<file path="src/rtl/vector_alu_pkg.sv">
// Shared widths, opcodes and the queued op-entry layout for the vector ALU issue path.
package vector_alu_pkg;

    localparam int unsigned ALU_OP_W = 5;
    localparam int unsigned DATA_W   = 32;
    localparam int unsigned OP_TAG_W = 4;

    localparam logic [ALU_OP_W-1:0] ALU_OP_ADD = 5'b01010;

    // One queued vector operation: both operands, the opcode and its tag.
    typedef struct packed {
        logic [DATA_W-1:0]   r;
        logic [DATA_W-1:0]   s;
        logic [ALU_OP_W-1:0] op;
        logic [OP_TAG_W-1:0] tag;
    } op_entry_t;

endpackage

</file>
<file path="src/rtl/vector_op_fifo.sv">
// Synchronous FIFO of op entries with flush, occupancy count and head read-out.
// The caller guarantees push only when not full and pop only when not empty.
module vector_op_fifo
    import vector_alu_pkg::*;
#(
    parameter int unsigned DEPTH = 4
) (
    input  logic                   clk_i,
    input  logic                   reset_i,
    input  logic                   flush_i,
    input  logic                   push_i,
    input  logic                   pop_i,
    input  op_entry_t              wdata_i,
    output op_entry_t              head_o,
    output logic [$clog2(DEPTH):0] count_o,
    output logic                   empty_o,
    output logic                   full_o
);

    localparam int unsigned PtrW = $clog2(DEPTH);
    localparam int unsigned CntW = PtrW + 1;

    op_entry_t           mem_q [DEPTH];
    logic [PtrW-1:0]     wr_ptr_q, wr_ptr_d;
    logic [PtrW-1:0]     rd_ptr_q, rd_ptr_d;
    logic [CntW-1:0]     count_q, count_d;

    // Storage write; no reset needed since count gates what is visible.
    always_ff @(posedge clk_i) begin
        if (push_i && !reset_i && !flush_i) begin
            mem_q[wr_ptr_q] <= wdata_i;
        end
    end

    // Pointer and occupancy next-state; pointers wrap naturally (DEPTH is a power of two).
    always_comb begin
        wr_ptr_d = wr_ptr_q;
        rd_ptr_d = rd_ptr_q;
        count_d  = count_q;
        if (flush_i) begin
            wr_ptr_d = '0;
            rd_ptr_d = '0;
            count_d  = '0;
        end else begin
            if (push_i) wr_ptr_d = wr_ptr_q + PtrW'(1);
            if (pop_i)  rd_ptr_d = rd_ptr_q + PtrW'(1);
            case ({push_i, pop_i})
                2'b10:   count_d = count_q + CntW'(1);
                2'b01:   count_d = count_q - CntW'(1);
                default: count_d = count_q;
            endcase
        end
    end

    // Pointer and occupancy registers, synchronous reset.
    always_ff @(posedge clk_i) begin
        if (reset_i) begin
            wr_ptr_q <= '0;
            rd_ptr_q <= '0;
            count_q  <= '0;
        end else begin
            wr_ptr_q <= wr_ptr_d;
            rd_ptr_q <= rd_ptr_d;
            count_q  <= count_d;
        end
    end

    assign head_o  = mem_q[rd_ptr_q];
    assign count_o = count_q;
    assign empty_o = (count_q == '0);
    assign full_o  = (count_q == CntW'(DEPTH));

endmodule

</file>
<file path="src/rtl/vector_op_issue_stage.sv">
// Issue/capture stage: queues vector ops, drives the head op into the combinational
// ALU unit and registers its result with a valid/ready handshake to writeback.
module vector_op_issue_stage
    import vector_alu_pkg::*;
#(
    parameter int unsigned DEPTH = 4,
    parameter int unsigned TAG_W = OP_TAG_W
) (
    input  logic                   Clk,
    input  logic                   Reset,
    input  logic                   Flush,
    input  logic                   In_Valid,
    output logic                   In_Ready,
    input  logic [31:0]            In_R,
    input  logic [31:0]            In_S,
    input  logic [4:0]             In_Op,
    input  logic [TAG_W-1:0]       In_Tag,
    output logic [31:0]            R,
    output logic [31:0]            S,
    output logic [4:0]             ALU_Op,
    input  logic [31:0]            Y,
    output logic                   Out_Valid,
    input  logic                   Out_Ready,
    output logic [31:0]            Out_Y,
    output logic [TAG_W-1:0]       Out_Tag,
    output logic                   Out_Illegal,
    output logic [$clog2(DEPTH):0] Count
);

    // The queued entry layout is fixed by the package; reject mismatched overrides.
    if (TAG_W != OP_TAG_W) begin : g_bad_tag_w
        $error("TAG_W must equal vector_alu_pkg::OP_TAG_W");
    end
    if (DEPTH < 2 || (DEPTH & (DEPTH - 1)) != 0) begin : g_bad_depth
        $error("DEPTH must be a power of two and at least 2");
    end

    op_entry_t              wdata;
    op_entry_t              head;
    logic                   fifo_empty;
    logic                   fifo_full;
    logic                   push;
    logic                   cap;

    logic                   out_valid_q, out_valid_d;
    logic [31:0]            out_y_q, out_y_d;
    logic [TAG_W-1:0]       out_tag_q, out_tag_d;
    logic                   out_illegal_q, out_illegal_d;

    assign wdata = '{r: In_R, s: In_S, op: In_Op, tag: In_Tag};

    // Ready depends only on registered occupancy, never on a same-cycle pop.
    assign In_Ready = !fifo_full;
    assign push     = In_Valid && In_Ready;
    // Capture whenever there is a head op and the result slot is free or draining.
    assign cap      = !fifo_empty && (!out_valid_q || Out_Ready);

    vector_op_fifo #(
        .DEPTH (DEPTH)
    ) u_fifo (
        .clk_i   (Clk),
        .reset_i (Reset),
        .flush_i (Flush),
        .push_i  (push),
        .pop_i   (cap),
        .wdata_i (wdata),
        .head_o  (head),
        .count_o (Count),
        .empty_o (fifo_empty),
        .full_o  (fifo_full)
    );

    // Head operands to the ALU unit; idle inputs are zeroed when the queue is empty.
    always_comb begin
        R      = '0;
        S      = '0;
        ALU_Op = '0;
        if (!fifo_empty) begin
            R      = head.r;
            S      = head.s;
            ALU_Op = head.op;
        end
    end

    // Result register next-state: flush drops the held result, data fields hold.
    always_comb begin
        out_valid_d   = out_valid_q;
        out_y_d       = out_y_q;
        out_tag_d     = out_tag_q;
        out_illegal_d = out_illegal_q;
        if (Flush) begin
            out_valid_d = 1'b0;
        end else if (cap) begin
            out_valid_d   = 1'b1;
            out_y_d       = Y;
            out_tag_d     = head.tag;
            out_illegal_d = (head.op != ALU_OP_ADD);
        end else if (out_valid_q && Out_Ready) begin
            out_valid_d = 1'b0;
        end
    end

    // Result register state, synchronous reset.
    always_ff @(posedge Clk) begin
        if (Reset) begin
            out_valid_q   <= 1'b0;
            out_y_q       <= '0;
            out_tag_q     <= '0;
            out_illegal_q <= 1'b0;
        end else begin
            out_valid_q   <= out_valid_d;
            out_y_q       <= out_y_d;
            out_tag_q     <= out_tag_d;
            out_illegal_q <= out_illegal_d;
        end
    end

    assign Out_Valid   = out_valid_q;
    assign Out_Y       = out_y_q;
    assign Out_Tag     = out_tag_q;
    assign Out_Illegal = out_illegal_q;

endmodule

</file>
<file path="config.mk">
export PLATFORM = sky130hd
export DESIGN_NAME = vector_op_issue_stage
export DESIGN_NICKNAME = d
export VERILOG_FILES = /design/src/rtl/vector_alu_pkg.sv /design/src/rtl/vector_op_fifo.sv /design/src/rtl/vector_op_issue_stage.sv
export SDC_FILE = /design/constraint.sdc
export NUM_CORES = 1
export LEC_CHECK = 0
export CAP_MARGIN = 20
export CORE_MARGIN = 4
export CORE_UTILIZATION = 49
export DETAILED_ROUTE_END_ITERATION = 10
export MAX_ROUTING_LAYER = met4
export PLACE_DENSITY_LB_ADDON = 0.05
export SYNTH_ARGS = -nofsm -noshare
export SYNTH_HDL_FRONTEND = slang
export SYNTH_SLANG_ARGS = --single-unit
</file>
<file path="constraint.sdc">
create_clock -name Clk -period 7 [get_ports Clk]
set_clock_uncertainty 0.1 [all_clocks]
set_input_delay 1.05 -clock Clk [delete_from_list [all_inputs] [get_ports Clk]]
set_output_delay 1.05 -clock Clk [all_outputs]
set_load 0.02 [all_outputs]
</file>
==> Word level (Yosys, flattened, before mapping) <==
Memory sizes are Yosys's and may differ from the RTL's. A register that Yosys moved wholly into a read port is not among the register bits.
Index checks and enable logic that the tools add are counted.
{ "word_totals": {"mem_count": 1, "ram_bits": 292, "output_inout_bits": 111, "reg_bits": 45, "inputBits": 110, "elab_cells": 43} }
{ "op_classes": {"n_eq_ne": 4, "mux": 10, "addsub": 4, "bitwise_logic": 1, "n_reduce_logical": 16} }
{ "mem_list": {"columns": ["name", "depth", "width", "read_ports", "rd_clocked_by_memory_dff", "write_ports", "line_no", "text"], "rows": [
  ["u_fifo.mem_q", 4, 73, 1, 1, 1, "vector_op_fifo.sv:23", "op_entry_t mem_q [DEPTH];"]
]} }
{ "ops": {"columns": ["cell", "n"], "rows": [
  ["2-to-1 mux 32 bit", 2],
  ["case mux 3 bit (2 select lines)", 1],
  ["logical AND 1 bit", 5],
  ["zero test 1 bit", 5],
  ["2-to-1 mux 5 bit", 1],
  ["!= test 5 x 4 -> 1 bit (second input constant)", 1],
  ["adder 2 x 1 -> 2 bit (second input constant)", 2],
  ["2-to-1 mux 1 bit", 4],
  ["2-to-1 mux 2 bit", 2],
  ["nonzero test 2 bit", 2],
  ["adder 3 x 1 -> 3 bit (second input constant)", 1],
  ["equality test 3 bit (second input constant)", 1],
  ["zero test 3 bit", 1],
  ["subtractor 3 x 1 -> 3 bit (second input constant)", 1],
  ["equality test 2 x 1 -> 1 bit (second input constant)", 1],
  ["equality test 2 bit (second input constant)", 1],
  ["AND reduction 2 bit", 1],
  ["OR reduction 2 bit", 1],
  ["logical OR 1 bit", 1],
  ["NOT 1 bit", 1]
]} }

==> Depth between registers and ports, before layout <==
Gate-level depths: netlist of the first run.
{ "logic_depth": {"ltp_word": 7, "ltp_mapped": 10, "depth_no_buf": 9} }

==> Modules after synthesis <==
Synthesis of the first run repeated with hierarchy kept, for this count alone.
{ "unflattened": {"cells_unflattened": 684, "hier_area_um2": 13093.8} }
{ "by_module_without_submodules": {"columns": ["mod", "area_each_um2", "cells_per_inst", "n_inst", "seq_area_each_um2"], "rows": [
  ["vector_op_fifo", 11051.8, 430, 1, 8948.6],
  ["vector_op_issue_stage", 2042.0, 254, 1, 760.7]
]} }

==> Least setup slack after synthesis of the first run <==
Ideal clock, no wire load.
{ "synth_path": {"kind": "input-to-reg", "from": "input port Flush", "to": "memory u_fifo.mem_q[0][0] (netlist name), enable pin", "arrival_time_ps": 3163, "setup_time_ps": 439, "setup_slack_ps": 3297, "n_path_buf": 1, "path_stages": 3, "required_ps": 6461, "path_cell_list": "clkbuf_1 nor2_1 and3_1"} }
{ "synth_via": {"elab_chain_len": 4} }
{ "synth_rtl": {"columns": ["item", "line_no", "text"], "rows": [
  ["start, declared", "vector_op_issue_stage.sv:11", "input logic Flush,"],
  ["zero test 1 bit", "vector_op_fifo.sv:30", "if (push_i && !reset_i && !flush_i) begin"],
  ["logical AND 1 bit", "vector_op_fifo.sv:30", null],
  ["2-to-1 mux 1 bit", "vector_op_fifo.sv:30", null],
  ["2-to-1 mux 1 bit (not written as such)", "vector_op_fifo.sv:31", "mem_q[wr_ptr_q] <= wdata_i;"],
  ["end, declared", "vector_op_fifo.sv:23", null]
]} }
Every way passes these cells.

==> summary.md, run 1 <==
| Metric | Value |
|---|---|
| Cell Area, Synth | ~13000 um^2 |
| DRT iter0 DRCs | ~540 |
| Core occupancy in the finished layout | 64.3% |
| Net Count, Synth | ~810 |
| YS warnings | 0 |
| Final Wtd Congestion | between 0.8 and 0.9 |
| Worst Path Required | around 6 ns |
| Placed Instances | between 1000 and 1500 |
| Hold/Removal Path Class | reg2reg |
| Crit-path slowest cell | dfxtp_4 |
| CTS tree | done |
| Worst Path Max Fanout | 39 |
| Die Area | approximately 29000 um^2 |
| Die H | 171 um |
| Max frequency | approximately 0.24 GHz |
| Crit path largest cell delay | 0.74 ns |
| GRT Util Overall | around 19% |
| Syn Inst Count | ~700 |
| CP startpoint kind | flip-flop |
| Core ar. | around 26000 um^2 |
| Pre-antenna DRT Iters | 5 |
| Post-CTS Hold Buffers | 0 |
| Crit path kind | reg2out |
| Sequential area share after synthesis | between 70% and 80% |
| Via density per instance | between 5 and 6 |
| Buf+Inv Stages, Crit Path | 2 |
| LEAKAGE | roughly 0.0053 uW |
| Cell variety after synth | 31 |
| Final hold vios | 0 |
| Top Ports | about 220 |
| Clock H-tree levels | 2 |
| RSZ-0062 raised after global routing | false |
| Initial antenna violation count | 3 |
| PD cells | ~280 nW/um^2 |
| DIE WIDTH | between 150 and 200 um |
| Area growth from synthesis to layout | 28.8% |
| Max cap viols | 0 |
| Pin count of the biggest net entering global routing | about 110 |
| Status | finished, final reports clean |
| Clock sink count | roughly 340 |
| CTS Buf Count | 36 |
| Nets | slightly above 1000 |
| Syn Area/Cell | 18.7 um^2 |
| First-pass GRT wire length | about 42000 um |
| Post-route setup slack | about 2.9 ns |
| CP cell instances | buf_4 > mux4_2 > and2_1 > clkdlybuf4s50_1 |
| I/O Buffers | between 200 and 250 |
| CTS Buffer Depth | 3 |
| Share of post-route cells with drive strength above 1 | 16.3% |
| Drt wl/cell | around 22 um |
| Vias in the first global route | ~7600 |
| Setup TNS | 0 ns |
| DRC | 0 |
| Dominant synthesized flop cell | edfxtp_1 |
| Tmin final | 4.13 ns |
| Worst-path clk slew | around 0.06 ns |
| Crit end category | output port |
| Fin crit share | about three fifths |
| Worst-Margin Slew | between 0.7 and 0.8 ns |
| Post-synth EDFFs | 292 |
| Hpwl dp | between 15000 and 20000 um |
| Setup WS pre-CTS | 3.22 ns |
| Std cell rows | 59 |
| Post-CTS Setup Inserts | 0 |
| Slew margin rel. | a little under half |
| DR vias | between 7000 and 8000 |
| Worst Path Arrival | 2.98 ns |
| Total gr overflow | 0 |
| CTS Root Cell | clkbuf_16 |
| Initial core utilization | roughly half |
| Fin cells | 1281 |
| Detail Route Antenna Nets | 0 |
| Crit-path leading delay family | buffers and inverters |
| Fin. max-slew vios | 0 |
| Post-cts resize count | 0 |
| Final setup violation count | 0 |
| Worst vdd ir | roughly 0.00021 V |
| Hold slack final | 0.374 ns |
| Clk Latency, worst-skew pair | approximately 0.50 ns |
| Ys async rst share | 0% |
| WL final | around 28000 um |
| #FFs+latches synth | roughly 340 |
layout make-up:
type                            instances  area [um^2]
Antenna cell                            3         7.51
Clock buffer                           52         1050
Clock inverter                         14          158
Fill cell                            1825         9320
Inverter                                8         30.0
Multi-Input combinational cell        297         3110
Sequential cell                       339         9720
Tap cell                              335          419
Timing Repair Buffer                  233         2320
through the flow:
step	area, um^2	power (uW)
after CTS	16800	4710
after floorplan	13100	2560
after global routing	16800	4850
after detailed placement	15600	2820
after global placement	15600	2810
final	16800	4670
worst min-delay path, cell delays in order, from the launching register on:
cell and delay (ns):
dfxtp_1 0.31, o31ai_1 0.06, a21oi_1 0.06
synthesized netlist by cell type (2+ instances only):
cell type | number | share of area [%]
clkbuf_1 | 29 | 0.83
a21oi_1 | 44 | 1.7
o21ai_0 | 2 | 0.077
buf_1 | 8 | 0.23
ha_1 | 5 | 0.48
dfxtp_1 | 47 | 7.2
buf_6 | 2 | 0.17
or3_1 | 2 | 0.096
inv_1 | 7 | 0.20
and2_1 | 70 | 3.4
nor2_1 | 6 | 0.17
o31ai_1 | 37 | 2.1
xor2_1 | 2 | 0.13
buf_2 | 15 | 0.57
mux4_2 | 73 | 13
nand3_1 | 3 | 0.11
nor3_1 | 2 | 0.077
and3_1 | 4 | 0.19
nand4_1 | 36 | 1.7
a21o_1 | 2 | 0.11
edfxtp_1 | 292 | 67
cell families (layout without fill, tap and decap cells):
family,after synthesis,after routing,share of synthesized area [%]
flip-flops,339,339,74.4
AND/OR/NAND/NOR,129,129,6.07
AO/OA/AOI/OAI,87,87,4.17
multiplexers,73,73,12.6
buffers and inverters,62,307,2.04
adder cells (fa/ha/maj),6,6,0.632
XOR/XNOR,2,2,0.134
other,0,3,0
sequential cells by signal (all words and copies together) (netlist names), named ones only:
register,flops
Out_Illegal,1
Out_Tag,4
Out_Valid,1
Out_Y,32
u_fifo.count_o,3
u_fifo.wr_ptr_q,2
u_fifo.mem_q,292
u_fifo.rd_ptr_q,2
routing by layer:
metal	vias to the layer above	global-route usage, %	part of all wire, %
li1	3247	-	-
met4	0	4.89	1.9
met2	287	31.4	49
met1	3631	25.3	41
met3	41	4.25	7.3
met5	-	-	0
cells in the final DEF, fill, tap and decap left out, types with 2 or more instances in the layout:
cell / netlist / final
clkbuf_8: 0 / 2
a21o_1: 2 / 2
and3_4: 0 / 4
clkdlybuf4s50_1: 0 / 220
a21oi_1: 44 / 44
nor2_1: 6 / 6
mux4_2: 73 / 73
clkbuf_2: 0 / 3
bufinv_16: 0 / 3
inv_1: 7 / 7
clkbuf_16: 0 / 39
o21ai_0: 2 / 2
o31ai_1: 37 / 37
nand4_1: 36 / 36
dfxtp_1: 47 / 45
diode_2: 0 / 3
buf_4: 0 / 12
xor2_1: 2 / 2
nand3_1: 3 / 3
and2_1: 70 / 70
ha_1: 5 / 5
clkbuf_1: 29 / 8
edfxtp_1: 292 / 292
clkinv_1: 0 / 2
dfxtp_4: 0 / 2
clkinv_2: 0 / 7
power breakdown:
part	switching, uW	internal (uW)
sequential	16.1	2230
clock	731	1160
combinational	278	255
total	1030	3640
worst paths after layout:
| path | start | to | slack (ns) | cells past startpoint |
|---|---|---|---|---|
| setup / recovery | flip-flop | R[15] | 2.87 | 4 |
| hold / removal | Out_Y[9] | Out_Y[9] | 0.37 | 2 |
| setup reg to reg | u_fifo.count_o[0] | u_fifo.mem_q[3][1] | 4.32 | 4 |
| hold reg to reg | Out_Y[9] | Out_Y[9] | 0.37 | 2 |
Power figures use the tool's default switching activity.
==> inputs of run 2 (changes only) <==
CORE_UTILIZATION = 48   (was 49)
clock period = 3.4 ns   (was 7 ns; I/O delays follow)
==> summary.md, run 2 (synthesis gave the netlist of run 1 again) <==
| Metric | Value |
|---|---|
| Crit end category | output port |
| Clk pwr share | 39.1% (-1.4 points) |
| Status | finished, final reports clean |
| Sw Ratio | 22.4% (+0.38 points) |
| Crit-path slowest cell | mux4_2 |
| Worst hold path startpoint | Out_Tag[1] |
| DRC | 0 (unchanged) |
| Worst-Margin Slew | 0.628 ns (-0.168 ns) |
| Hpwl dp | 17500 um (+5.9%) |
| Max cap viols | 0 (unchanged) |
| Setup TNS | 0 ns (unchanged) |
| Worst R2R Setup Slack | 0.59 ns (-3.73 ns) |
| Worst-path clk slew | 0.06 ns (about the same) |
| Gate power share | 11.9% (+0.5 points) |
| GRT Util Overall | 19.2% (-0.13 points) |
| Clk Latency, worst-skew pair | 0.51 ns (about the same) |
| Initial core utilization | 48.6% (-1.4 points) |
| CP startpoint kind | flip-flop |
| Pre-antenna DRT Iters | 5 (unchanged) |
| Drt wl/cell | 22.2 um (+2.9%) |
| Final Wtd Congestion | 0.826 (-4.4%) |
| Worst Path Required | 2.79 ns (-3.06 ns) |
| Die H | 173 um (+0.99%) |
| Final setup violation count | 0 (unchanged) |
| Buf+Inv Stages, Crit Path | 2 (unchanged) |
| WL final | 28700 um (+3.8%) |
| Core ar. | 26900 um^2 (+2.8%) |
| CTS Buffer Depth | 3 (unchanged) |
| Pin count of the biggest net entering global routing | 55 (-49%) |
| Fill cells | 1957 (+7.2%) |
| Worst Path Arrival | 2.60 ns (-0.38 ns) |
| Initial antenna violation count | 2 (-1) |
| Fin crit share | 94.3% |
| Die Area | 29900 um^2 (+2.0%) |
| Fin. max-slew vios | 0 (unchanged) |
| Worst Hold Path Cells | 2 (unchanged) |
| CP cell instances | buf_12 > mux4_2 > and2_1 > clkdlybuf4s50_1 |
| Int Pwr | 7330 uW (+100%) |
| Vias in the first global route | 7780 (+2.8%) |
| NetSw | 2110 uW (+110%) |
| Area growth from synthesis to layout | 29.6% |
| CTS tree | done |
| PD cells | 558 nW/um^2 (+100%) |
| Max reg flops | 292 (unchanged) |
| Endpoint, Worst Hold | Out_Tag[1] |
| Reg2reg start | u_fifo.count_o[2] |
| Tmin final | around 3.2 ns |
| Cell Area, Placed | 15800 um^2 (+1.3%) |
| DIE WIDTH | 173 um (+0.99%) |
| CTS Buf Count | 36 (unchanged) |
| Post-CTS Setup Inserts | 0 (unchanged) |
| Worst Path Max Fanout | 54 (+38%) |
| Final instance area | 16900 um^2 (+0.63%) |
| Most frequent cells in the layout | edfxtp_1 (292), clkdlybuf4s50_1 (220), mux4_2 (73) |
| Clock H-tree levels | 2 (unchanged) |
| Top Ports | 221 (unchanged) |
| Max frequency | 0.312 GHz |
| Share of post-route cells with drive strength above 1 | 16.5% (+0.20 points) |
| Detail Route Antenna Nets | 0 (unchanged) |
| Multi-input logic area | 3120 um^2 (+0.24%) |
| Commonest non-fill, non-tap cell in the layout | edfxtp_1 |
| Worst r2r path cells | 9 (+5) |
| I/O Buffers | 220 (unchanged) |
| FF/Latch Area | 9720 um^2 (unchanged) |
| LEAKAGE | 0.00534 uW (+0.45%) |
| DR vias | 7354 (+2.1%) |
| Std cell rows | 60 (+1.7%) |
| Worst vdd ir | 0.000470 V (+120%) |
| Crit-path leading delay family | buffers and inverters |
| Clock sink count | 339 (unchanged) |
| Slew margin rel. | 58.1% (+11 points) |
| Nets | 1039 (+0.78%) |
| Crit path kind | reg2out |
| First-pass GRT wire length | 44200 um (+4.2%) |
| Top reg by flops | u_fifo.mem_q |
| Reg2reg end | u_fifo.count_o[2] |
| RSZ-0062 raised after global routing | false |
| Hold/Removal Path Class | reg2reg |
| Crit path largest cell delay | 0.58 ns (-0.16 ns) |
| Reg power frac | 49.0% (+0.9 points) |
| Post-CTS Hold Buffers | 0 (unchanged) |
| Final hold vios | 0 (unchanged) |
| Via density per instance | 5.69 (+1.1%) |
| Total gr overflow | 0 (unchanged) |
| CTS Root Cell | clkbuf_16 |
| Hold slack final | 0.370 ns (-0.00446 ns) |
| DRT iter0 DRCs | 534 (-0.19%) |
run 2: cell types whose count changed in the layout (fill, tap and decap cells not counted), moves of 2 or more:
cell,previous run,this run
buf_12,0,11
buf_4,12,9
clkbuf_1,8,11
clkbuf_16,39,36
clkbuf_2,3,0
clkbuf_8,2,4
run 2: worst max path at each step:
stage | slack (ns) | cells after the start | start | to
3_3_place_gp | 0.60 | 4 | u_fifo.count_o[0] | S[1]
3_5_place_dp | 0.57 | 9 | In_Valid | u_fifo.count_o[2]
6_report | 0.19 | 4 | flip-flop | S[16]
2_1_floorplan | 0.72 | 4 | u_fifo.count_o[0] | u_fifo.mem_q[0][0]
5_1_grt | 0.06 | 4 | flip-flop | S[19]
4_1_cts | 0.05 | 4 | u_fifo.count_o[0] | S[11]
run 2: layout make-up:
cell class | instances | share of cell area, %
diodes | 2 | 0.0296
inverters | 8 | 0.178
clock buffers | 51 | 5.89
flip-flops and latches | 339 | 57.4
well taps | 341 | 2.52
clock inverters | 14 | 0.777
multi-input cells | 298 | 18.4
repair buffers | 240 | 14.7
run 2: timing repair:
action	4_1_cts	5_1_grt
gates resized for setup	0	0
hold endpoints to repair	0	0
setup endpoints to repair	0	5
run 2: power by group through the flow:
stage / combinational, uW / sequential [uW] / clock, uW
final: 1120 / 4620 / 3690
after global routing: 1200 / 4630 / 3980
after CTS: 1130 / 4620 / 3780
after detailed placement: 1120 / 4710 / 0
after global placement: 1110 / 4700 / 0
after floorplan: 531 / 4740 / 0
run 2: stage by stage:
step	total power [uW]	cells	setup WS (ns)	utilization, %
4_1_cts	9530	1290	0.0533	62.9
3_5_place_dp	5830	1225	0.573	58.7
2_1_floorplan	5270	698	0.719	-
3_3_place_gp	5810	1225	0.601	58.7
5_1_grt	9810	1293	0.0579	62.9
6_report	9440	1293	0.193	62.9
run 2: worst reg2reg max path, cell delays in order, from the launching register on:
cell	delay, ns
dfxtp_1	0.53
or3b_1	0.51
and2_1	0.26
inv_1	0.07
ha_1	0.18
inv_1	0.07
fa_1	0.38
xor2_1	0.16
or3_1	0.31
a21oi_1	0.15
run 2: per-layer routing:
layer / up-vias / global-route usage [%] / share of wire [%]
li1: 3284 / - / -
met1: 3779 / 23.6 / 41
met2: 254 / 32.9 / 50
met3: 37 / 4.61 / 7.1
met4: 0 / 3.96 / 1.5
met5: - / - / 0
